$ cat config.mk
export PLATFORM = sky130hd
export DESIGN_NAME = core_sequencer
export DESIGN_NICKNAME = d
export VERILOG_FILES = /design/src/rtl/core_sequencer.sv
export SDC_FILE = /design/constraint.sdc
export NUM_CORES = 1
export LEC_CHECK = 0
export ABC_CLOCK_PERIOD_IN_PS = 4800
export CAP_MARGIN = 30
export CELL_PAD_IN_SITES_DETAIL_PLACEMENT = 0
export CELL_PAD_IN_SITES_GLOBAL_PLACEMENT = 1
export CORE_ASPECT_RATIO = 2
export CORE_UTILIZATION = 32
export DETAILED_ROUTE_END_ITERATION = 10
export HOLD_SLACK_MARGIN = 0.02
export PLACE_DENSITY_LB_ADDON = 0.1
export RECOVER_POWER = 100
export REMOVE_ABC_BUFFERS = 1
export SETUP_SLACK_MARGIN = 0.2
export SYNTH_ARGS = -nofsm -noshare
export SYNTH_HDL_FRONTEND = slang
export SYNTH_SLANG_ARGS = --single-unit
$ cat constraint.sdc
create_clock -name clk -period 4.8 [get_ports clk]
set_input_delay 0.72 -clock clk [delete_from_list [all_inputs] [get_ports clk]]
set_output_delay 0.72 -clock clk [all_outputs]
set_load 0.03 [all_outputs]
$ cat src/rtl/core_sequencer.sv
// rtl/core_sequencer.sv - FETCH/DECODE/EXECUTE/WRITEBACK control FSM for the 4-bit ADD/SUB core
// Optional fetch watchdog enabled by defining SEQ_FETCH_TIMEOUT_EN.
module core_sequencer #(
    parameter int PC_W          = 4,
    parameter int PROG_LEN      = 4,
    parameter int CNT_W         = 4,
    parameter int FETCH_TIMEOUT = 8
) (
    input  logic             clk,
    input  logic             reset,
    input  logic             start,
    input  logic             step_mode,
    input  logic             step,
    input  logic             halt_req,
    output logic             imem_req,
    output logic [PC_W-1:0]  pc,
    input  logic             imem_ready,
    input  logic [3:0]       instr,
    output logic [3:0]       ir,
    output logic [1:0]       rd_addr,
    output logic [1:0]       rs2_addr,
    output logic             alu_op,
    output logic             reg_we,
    output logic             busy,
    output logic             done,
    output logic [CNT_W-1:0] retired,
    output logic [2:0]       state_o,
    output logic             err
);

    typedef enum logic [2:0] {
        S_IDLE      = 3'd0,
        S_FETCH     = 3'd1,
        S_DECODE    = 3'd2,
        S_EXECUTE   = 3'd3,
        S_WRITEBACK = 3'd4,
        S_PAUSE     = 3'd5,
        S_HALT      = 3'd6
    } state_t;

    state_t           state_q, state_d;
    logic [PC_W-1:0]  pc_q, pc_d;
    logic [3:0]       ir_q, ir_d;
    logic [CNT_W-1:0] retired_q, retired_d;
    logic             fetch_timeout;

`ifdef SEQ_FETCH_TIMEOUT_EN
    localparam int WD_W = $clog2(FETCH_TIMEOUT + 1);

    logic [WD_W-1:0] wdog_q, wdog_d;
    logic            err_q, err_d;

    // Counts only stalled FETCH cycles; any other state (including FETCH entry) restarts it.
    always_comb begin
        wdog_d        = '0;
        fetch_timeout = 1'b0;
        if (state_q == S_FETCH && !imem_ready) begin
            wdog_d        = wdog_q + 1'b1;
            fetch_timeout = (wdog_q == WD_W'(FETCH_TIMEOUT - 1));
        end
    end

    always_comb begin
        err_d = err_q;
        if ((state_q == S_IDLE || state_q == S_HALT) && start) begin
            err_d = 1'b0;
        end else if (fetch_timeout) begin
            err_d = 1'b1;
        end
    end

    always_ff @(posedge clk) begin
        if (reset) begin
            wdog_q <= '0;
            err_q  <= 1'b0;
        end else begin
            wdog_q <= wdog_d;
            err_q  <= err_d;
        end
    end

    assign err = err_q;
`else
    assign fetch_timeout = 1'b0;
    assign err           = 1'b0;
`endif

    always_comb begin
        state_d   = state_q;
        pc_d      = pc_q;
        ir_d      = ir_q;
        retired_d = retired_q;
        case (state_q)
            S_IDLE, S_HALT: begin
                if (start) begin
                    state_d   = S_FETCH;
                    pc_d      = '0;
                    retired_d = '0;
                end
            end
            S_FETCH: begin
                if (imem_ready) begin
                    ir_d    = instr;
                    state_d = S_DECODE;
                end else if (fetch_timeout) begin
                    state_d = S_HALT;
                end
            end
            S_DECODE:  state_d = S_EXECUTE;
            S_EXECUTE: state_d = S_WRITEBACK;
            S_WRITEBACK: begin
                pc_d      = pc_q + 1'b1;
                retired_d = retired_q + 1'b1;
                if (retired_d == CNT_W'(PROG_LEN) || halt_req) begin
                    state_d = S_HALT;
                end else if (step_mode) begin
                    state_d = S_PAUSE;
                end else begin
                    state_d = S_FETCH;
                end
            end
            S_PAUSE: begin
                // halt_req outranks a simultaneous step
                if (halt_req) begin
                    state_d = S_HALT;
                end else if (step || !step_mode) begin
                    state_d = S_FETCH;
                end
            end
            default: state_d = S_IDLE;
        endcase
    end

    always_ff @(posedge clk) begin
        if (reset) begin
            state_q   <= S_IDLE;
            pc_q      <= '0;
            ir_q      <= '0;
            retired_q <= '0;
        end else begin
            state_q   <= state_d;
            pc_q      <= pc_d;
            ir_q      <= ir_d;
            retired_q <= retired_d;
        end
    end

    assign imem_req = (state_q == S_FETCH);
    assign reg_we   = (state_q == S_WRITEBACK);
    assign busy     = (state_q != S_IDLE) && (state_q != S_HALT);
    assign done     = (state_q == S_HALT);
    assign pc       = pc_q;
    assign ir       = ir_q;
    assign rd_addr  = ir_q[2:1];
    assign rs2_addr = ir_q[0] ? 2'b01 : 2'b00;
    assign alu_op   = ir_q[3];
    assign retired  = retired_q;
    assign state_o  = state_q;

endmodule

After elaboration in Yosys (flattened, before gate mapping)
Cells that the tools add are included.
{"block": "word_totals", "ff_bits": 15, "input_bits": 11, "wordCells": 39}
{"block": "classes", "add_sub_neg": 2, "muxes": 11, "eq_ne": 11, "reduce_logical": 11}
{"cell": "3-bit two-way mux", "n": 6}
{"cell": "3-bit case mux with 6 select lines", "n": 1}
{"cell": "4-bit case mux with 2 select lines", "n": 2}
{"cell": "3-bit == test, second input constant", "n": 3}
{"cell": "4-bit by 1-bit adder with 4-bit output, second input constant", "n": 2}
{"cell": "3-bit by 2-bit == test with 1-bit output, second input constant", "n": 2}
{"cell": "3-bit != test, second input constant", "n": 2}
{"cell": "4-bit by 3-bit == test with 1-bit output, second input constant", "n": 1}
{"cell": "4-bit two-way mux", "n": 1}
{"cell": "2-bit AND reduction", "n": 2}
{"cell": "3-bit by 1-bit == test with 1-bit output, second input constant", "n": 1}
{"cell": "3-bit logical NOT", "n": 1}
{"cell": "3-bit AND reduction", "n": 1}
{"cell": "3-bit nonzero test", "n": 1}
{"cell": "1-bit logical OR", "n": 2}
{"cell": "2-bit by 1-bit != test with 1-bit output, second input constant", "n": 1}
{"cell": "2-bit != test, second input constant", "n": 1}
{"cell": "2-bit nonzero test", "n": 1}
{"cell": "2-bit OR reduction", "n": 1}
{"cell": "1-bit logical AND", "n": 1}
{"cell": "1-bit logical NOT", "n": 1}
{"cell": "1-bit two-way mux", "n": 1}

Longest topological paths before layout
Gate-level depths: netlist of the first run.
{"block": "depth", "ltp_word": 5, "mapped_depth": 6}

Least setup slack after synthesis of the first run
No wires, ideal clock.
{"block": "synth_timing", "path_type": "register to register", "startpoint": "reg state_q[0] (netlist: state_o[0])", "endpoint": "reg ir_q[0] (netlist: ir[0])", "path_slack_ns": 2.572, "setup_time_ns": 0.128, "stages_incl_launch_ff": 7, "arrival_ns": 2.100, "cell_sequence": "dfxtp_1 -> buf_6 -> nor3b_1 -> and2_1 -> clkbuf_2 -> mux2i_1 -> nor2_1"}
{"block": "synth_via", "elab_chain_cells": 2}
{"element": "start: declaration", "line": "41", "source": "state_t state_q, state_d;"}
{"element": "start signal: assignment", "line": "141", "source": "state_q <= state_d;"}
{"element": "3-bit by 1-bit == test with 1-bit output"}
{"element": "named net imem_req", "line": "15", "source": "output logic imem_req,"}
{"element": "2-bit AND reduction (no source line)"}
{"element": "end signal: assignment", "line": "143", "source": "ir_q <= ir_d;"}
{"element": "end: declaration", "line": "43", "source": "logic [3:0] ir_q, ir_d;"}
The timed path passes the listed nets, and every way through them passes these cells.
A chain may end at the register's enable or synchronous reset.

Final worst setup path of the first run
{"block": "layout_timing", "startpoint": "reg state_q[0] (netlist: state_o[0])", "endpoint": "out reg_we"}
{"block": "layout_via", "elab_chain_cells": 1}
{"element": "3-bit == test", "line": "149", "source": "assign reg_we = (state_q == S_WRITEBACK);"}
{"element": "end: declaration", "line": "23", "source": "output logic reg_we,"}
No other way between the ends.

==> summary.md, run 1 <==
| Metric | Value |
|---|---|
| Run status | finished clean |
| Detailed Place HPWL | 1822 um |
| Post-CTS setup repair buffer count | 0 |
| Number of flops mapped to enable cells by yosys | 0 |
| Core ar. | 2603 um2 |
| Clk_lat worst skew | 0.24 ns |
| Hold Violations, Final | 0 |
| Die H | 77.09 um |
| Clock sink total | 15 |
| WL final | 2421 um |
| CTS tree | done |
| CP arrival | 2.78 ns |
| P per Cell Area | 317.0 nW/um2 |
| Vias in the first global route | 786 |
| Async SR Flop Fraction | 0% |
| # rows | 26 |
| Total negative slack | 0 ns |
| Worst path required time | 4.08 ns |
| Final setup viols | 0 |
| Final-stage net count | 144 |
| Drt pass-1 iters | 4 |
| Netlist cell types | 40 |
| CTS buffer count | 3 |
| Synthesized flop and latch total | 15 |
| Synth top area cells | dfxtp_1 (33%), buf_4 (6.7%), nor2_1 (4.6%) |
| Seq/Total Area, Yosys | 33.29% |
| Hold Slack | 0.4818 ns |
| Cts hold-fix bufs | 0 |
| Leak Pwr | 0.5046 nW |
| Antenna Violating Nets Remaining | 0 |
| Area leader, netlist | dfxtp_1 |
| Crit path kind | reg -> out |
| Post-CTS Resized | 0 |
| Max-cap viol count | 0 |
| Clock Skew | 0.003182 ns |
| Syn Std Cell Area | 902.1 um2 |
| Reg2reg start | state_o[0]$_SDFFE_PP0P_ |
| Drc violations | 0 |
| Peak VDD IR | 0.0001681 V |
| Longest Clk Path Bufs | 2 |
| Final slew viol count | 0 |
| Hold wc startpoint | pc[3]$_SDFFE_PP0P_ |
| GRT Util Overall | 17.41% |
| Commonest cells after routing, fill and taps aside | dlygate4sd3_1 (25), dfxtp_1 (15), nor2_1 (11) |
| FF/Latch Area | 300.3 um2 |
| Layout filler cell count | 277 |
| Least-Margin Pin Slew | 1.361 ns |
| RSZ-0062 raised after global routing | false |
| Syn avg cell area | 8.592 um2 |
| Root buffer cell | clkbuf_8 |
| GPL Wtd Cong | 0.7636 |
| Antenna diodes | 0 |
| Iter 0 DRT Violations | 9 |
| Die ar. | 3049 um2 |
| Synth Flop Type | dfxtp_1 |
| First-pass GRT wire length | 3732 um |
| Die extent in x | 39.55 um |
| Initial antenna violation count | 0 |
| Max Freq | 285.6 MHz |
| Worst-path clk slew | 0.06 ns |
| # port buffers | 33 |
| Vias per cell | 5.424 |
| Setup crit end kind | output pin |
| Post-Syn Instances | 105 |
| Ratio of cells with drive above 1 in the final layout | 6.154% |
| Crit path time final | 3.501 ns |
| GRT Residual Overflow | 0 |
| Routed len/inst | 15.32 um |
| Initial core utilization | 34.66% |
| Via Count | 857 |
| Htree depth | 1 |
| Synth-to-layout area growth | 34.81% |
| Commonest non-fill, non-tap cell in the layout | dlygate4sd3_1 |
| Synth top area share | 33.29% |
| Area occupied by multi-input gates | 490.5 um2 |
| Synthesis Warnings | 0 |
| Worst-path maximum fanout | 19 |
| Period utilization | 72.94% |
| Largest net degree at the start of global routing | 20 |
| CP Launch Point | state_o[0]$_SDFFE_PP0P_ |
| Type of element launching the critical path | flop |
| Worst Hold Class | reg -> reg |
| Rel. slew slack | 9.045% |
| Num ports | 36 |
-- flip-flops by register name, summed over array words and instances, names as in the netlist --
signal	flops
state_o	3
retired	4
pc	4
ir	4
-- metrics by stage --
stage	worst slack (ns)	cells	total power [mW]	util, %	instance area [um2]
3_3_place_gp	2.094	154	0.2925	45.19	1176
5_1_grt	1.120	158	0.4072	46.73	1216
3_5_place_dp	2.051	154	0.2937	45.19	1176
4_1_cts	1.754	158	0.3979	46.92	1221
2_1_floorplan	2.431	93	0.2352	-	810.8
6_report	1.299	158	0.3856	46.73	1216
-- cells in the mapped netlist, drive strengths merged, types with 2 or more instances --
master	number
and3	2
nor3	5
dfxtp	15
mux2i	4
o21a	2
a21oi	7
and2	2
inv	4
a311oi	2
clkbuf	3
nand2	5
o211ai	2
ha	2
and2b	3
o21ai	3
nand3	2
o31ai	2
a211oi	3
buf	10
nor2	11
nor3b	3
-- cell families after synthesis --
logic type,Yosys count,share of synthesized area (%)
flops,15,33.29
mux,4,4.438
other cells,1,0.4157
simple gates,38,24.55
fa+ha+maj,2,2.773
compound gates,28,22.33
buf+inv,17,12.20
-- path summary, 6_finish.rpt --
path | to | slack (ns) | depth (start not counted)
max | reg_we | 1.30 | 2
min | pc[3]$_SDFFE_PP0P_ | 0.48 | 1
max reg2reg | state_o[1]$_SDFFE_PP0P_ | 2.13 | 4
min reg2reg | pc[3]$_SDFFE_PP0P_ | 0.48 | 1
-- layout make-up --
class	instances	area share, %
Timing Repair Buffer	33	27.16
Sequential cell	15	24.69
Clock buffer	4	3.704
Inverter	4	1.235
Multi-Input combinational cell	74	40.33
Tap cell	28	2.881
-- metal layers --
metal / vias to the layer above / GRT usage (%) / routed length (um)
li1: 422 / - / -
met5: - / 0 / 0
met1: 408 / 18.95 / 909
met3: 2 / 1.734 / 88
met2: 25 / 30.49 / 1394
met4: 0 / 8.276 / 29
-- critical path, cell delays in order, from the launching register on --
cell and delay [ns]:
dfxtp_1 0.50, nor3b_1 1.16, dlygate4sd3_1 0.87
-- power by group --
group / total [mW] / leakage [nW] / switching, mW / internal, mW
combinational: 0.132 / 0.360 / 0.0785 / 0.0535
clock: 0.103 / 0.0228 / 0.0442 / 0.0587
sequential: 0.151 / 0.121 / 0.0183 / 0.132
total: 0.386 / 0.505 / 0.141 / 0.245
Power figures use the tool's default switching activity.
==> inputs of run 2 (changes only) <==
--- a/config.mk
+++ b/config.mk
@@ -5,12 +5,12 @@
 export SDC_FILE = /design/constraint.sdc
 export NUM_CORES = 1
 export LEC_CHECK = 0
-export ABC_CLOCK_PERIOD_IN_PS = 4800
+export ABC_CLOCK_PERIOD_IN_PS = 3000
 export CAP_MARGIN = 30
 export CELL_PAD_IN_SITES_DETAIL_PLACEMENT = 0
 export CELL_PAD_IN_SITES_GLOBAL_PLACEMENT = 1
 export CORE_ASPECT_RATIO = 2
-export CORE_UTILIZATION = 32
+export CORE_UTILIZATION = 27
 export DETAILED_ROUTE_END_ITERATION = 10
 export HOLD_SLACK_MARGIN = 0.02
 export PLACE_DENSITY_LB_ADDON = 0.1
==> constraint.sdc (replaced) <==
create_clock -name clk -period 3 [get_ports clk]
set_input_delay 0.45 -clock clk [delete_from_list [all_inputs] [get_ports clk]]
set_output_delay 0.45 -clock clk [all_outputs]
set_load 0.03 [all_outputs]
==> summary.md, run 2 (synthesis results as in run 1) <==
| Metric | Value |
|---|---|
| Period utilization | 83.17% |
| CTS buffer count | 3 (unchanged) |
| Antenna diodes | 0 (unchanged) |
| Flop-to-flop setup slack | 1.07 ns (-1.06 ns) |
| Num ports | 36 (unchanged) |
| Via Count | 869 (+1.4%) |
| Area occupied by multi-input gates | 489.2 um2 (-0.26%) |
| Routed len/inst | 15.20 um (-0.82%) |
| Clock sink total | 15 (unchanged) |
| Initial core utilization | 28.25% (-6.4 points) |
| RSZ-0062 raised after global routing | false |
| Reg2Reg Depth | 5 (+1) |
| Iter 0 DRT Violations | 21 (+12) |
| CP arrival | 2.05 ns (-0.73 ns) |
| Worst path required time | 2.55 ns (-1.53 ns) |
| Hold wc startpoint | pc[3]$_SDFFE_PP0P_ |
| Final-stage net count | 145 (+0.69%) |
| GRT Residual Overflow | 0 (unchanged) |
| Final slew viol count | 0 (unchanged) |
| Final setup viols | 0 (unchanged) |
| Leak Pwr | 0.5097 nW (+1.0%) |
| Critical R2R Capture | state_o[1]$_SDFFE_PP0P_ |
| WL final | 2462 um (+1.7%) |
| P per Cell Area | 504.6 nW/um2 (+59%) |
| CTS tree | done |
| Worst slack, placed | 0.7813 ns (-1.269 ns) |
| Drc violations | 0 (unchanged) |
| Hold Violations, Final | 0 (unchanged) |
| Rel. slew slack | 59.36% (+50 points) |
| Max Freq | 400.8 MHz |
| Die H | 83.75 um (+8.6%) |
| FF/Latch Area | 300.3 um2 (unchanged) |
| Root buffer cell | clkbuf_8 |
| Cts hold-fix bufs | 0 (unchanged) |
| Worst-path clk slew | 0.06 ns (about the same) |
| Least-Margin Pin Slew | 0.6087 ns (-0.7527 ns) |
| Reg2reg start | state_o[0]$_SDFFE_PP0P_ |
| Clock Skew | 0.003367 ns (+0.0001846 ns) |
| First-pass GRT wire length | 3870 um (+3.7%) |
| Run status | finished clean |
| Vias in the first global route | 815 (+3.7%) |
| Commonest non-fill, non-tap cell in the layout | dlygate4sd3_1 |
| GRT Util Overall | 14.05% (-3.4 points) |
| Post-CTS Resized | 0 (unchanged) |
| Htree depth | 1 (unchanged) |
| Layout filler cell count | 339 (+22%) |
| Peak VDD IR | 0.0002451 V (+46%) |
| Synth-to-layout area growth | 35.92% |
| Setup crit end kind | output pin |
| Crit path kind | reg -> out |
| Total negative slack | 0 ns (unchanged) |
| Worst-path maximum fanout | 19 (unchanged) |
| GPL Wtd Cong | 0.8783 (+15%) |
| Core ar. | 3193 um2 (+23%) |
| Detailed Place HPWL | 1843 um (+1.2%) |
| Worst Hold Class | reg -> reg |
| Hold Path Depth | 1 (unchanged) |
| Initial antenna violation count | 0 (unchanged) |
| Die extent in x | 42.87 um (+8.4%) |
| Max-cap viol count | 0 (unchanged) |
| Clk_lat worst skew | 0.25 ns (about the same) |
| Hold path endpoint | pc[3]$_SDFFE_PP0P_ |
| Post-CTS setup repair buffer count | 0 (unchanged) |
| Crit path time final | 2.495 ns |
| # rows | 29 (+12%) |
| Antenna Violating Nets Remaining | 0 (unchanged) |
| Type of element launching the critical path | flop |
| Largest net degree at the start of global routing | 20 (unchanged) |
| Die ar. | 3590 um2 (+18%) |
| Ratio of cells with drive above 1 in the final layout | 6.870% (+0.72 points) |
| # port buffers | 33 (unchanged) |
| Vias per cell | 5.364 (-1.1%) |
| Drt pass-1 iters | 6 (+2) |
| Longest Clk Path Bufs | 2 (unchanged) |
| Commonest cells after routing, fill and taps aside | dlygate4sd3_1 (24), dfxtp_1 (15), nor2_1 (11) |
| Final worst slack | 0.5049 ns (-0.7941 ns) |
==> run 2: cell count changes in the layout (fill, tap and decap cells not counted) <==
cell             delta
a2111oi_0           +1
a2111oi_1           -1
buf_4               +1
clkdlybuf4s50_1     +1
dlygate4sd3_1       -1
o21ai_0             -1
o21ai_1             +1
==> run 2: critical path, stage by stage, from the launching register on <==
cell	delay, ns
dfxtp_1	0.71
nor3b_1	0.31
dlygate4sd3_1	0.78
==> run 2: area by class of cell <==
cell class,count,share of cell area [%]
inverters,4,1.224
clock buffers,4,3.673
flip-flops and latches,15,24.49
well taps,31,3.163
multi-input cells,74,39.90
repair buffers,34,27.55
==> run 2: routing by layer <==
layer	vias to the layer above	global-route usage, %	share of wire [%]	wire [um]
met1	400	14.97	38	932
met5	-	0	0	0
met2	38	24.38	52	1286
met3	10	1.299	5.4	133
li1	421	-	-	-
met4	0	9.943	4.5	111
==> run 2: power breakdown <==
part	internal [mW]	switching, mW	leakage [nW]
registers	0.212	0.0310	0.121
logic	0.0864	0.126	0.366
clock network	0.0940	0.0698	0.0228
total	0.392	0.227	0.510
==> run 2: worst max path at each step <==
| stage | cells past startpoint | end | start |
|---|---|---|---|
| 2_1_floorplan | 4 | ir[0]$_SDFFE_PP0P_ | state_o[0]$_SDFFE_PP0P_ |
| 3_3_place_gp | 2 | imem_req | state_o[0]$_SDFFE_PP0P_ |
| 3_5_place_dp | 2 | imem_req | state_o[0]$_SDFFE_PP0P_ |
| 4_1_cts | 2 | imem_req | state_o[0]$_SDFFE_PP0P_ |
| 5_1_grt | 2 | imem_req | state_o[0]$_SDFFE_PP0P_ |
| 6_report | 2 | imem_req | state_o[0]$_SDFFE_PP0P_ |
==> run 2: through the flow <==
| step | std cells | util (%) | total power [mW] | instance area [um2] | hold WS [ns] |
|---|---|---|---|---|---|
| finish | 162 | 38.40 | 0.6188 | 1226 | 0.4836 |
| global route | 162 | 38.40 | 0.6476 | 1226 | 0.5034 |
| CTS | 162 | 38.60 | 0.6388 | 1232 | 0.4817 |
| detailed placement | 158 | 37.19 | 0.4720 | 1187 | 0.4692 |
| global placement | 158 | 37.19 | 0.4710 | 1187 | 0.4689 |
| floorplan | 93 | - | 0.3763 | 810.8 | 0.5162 |
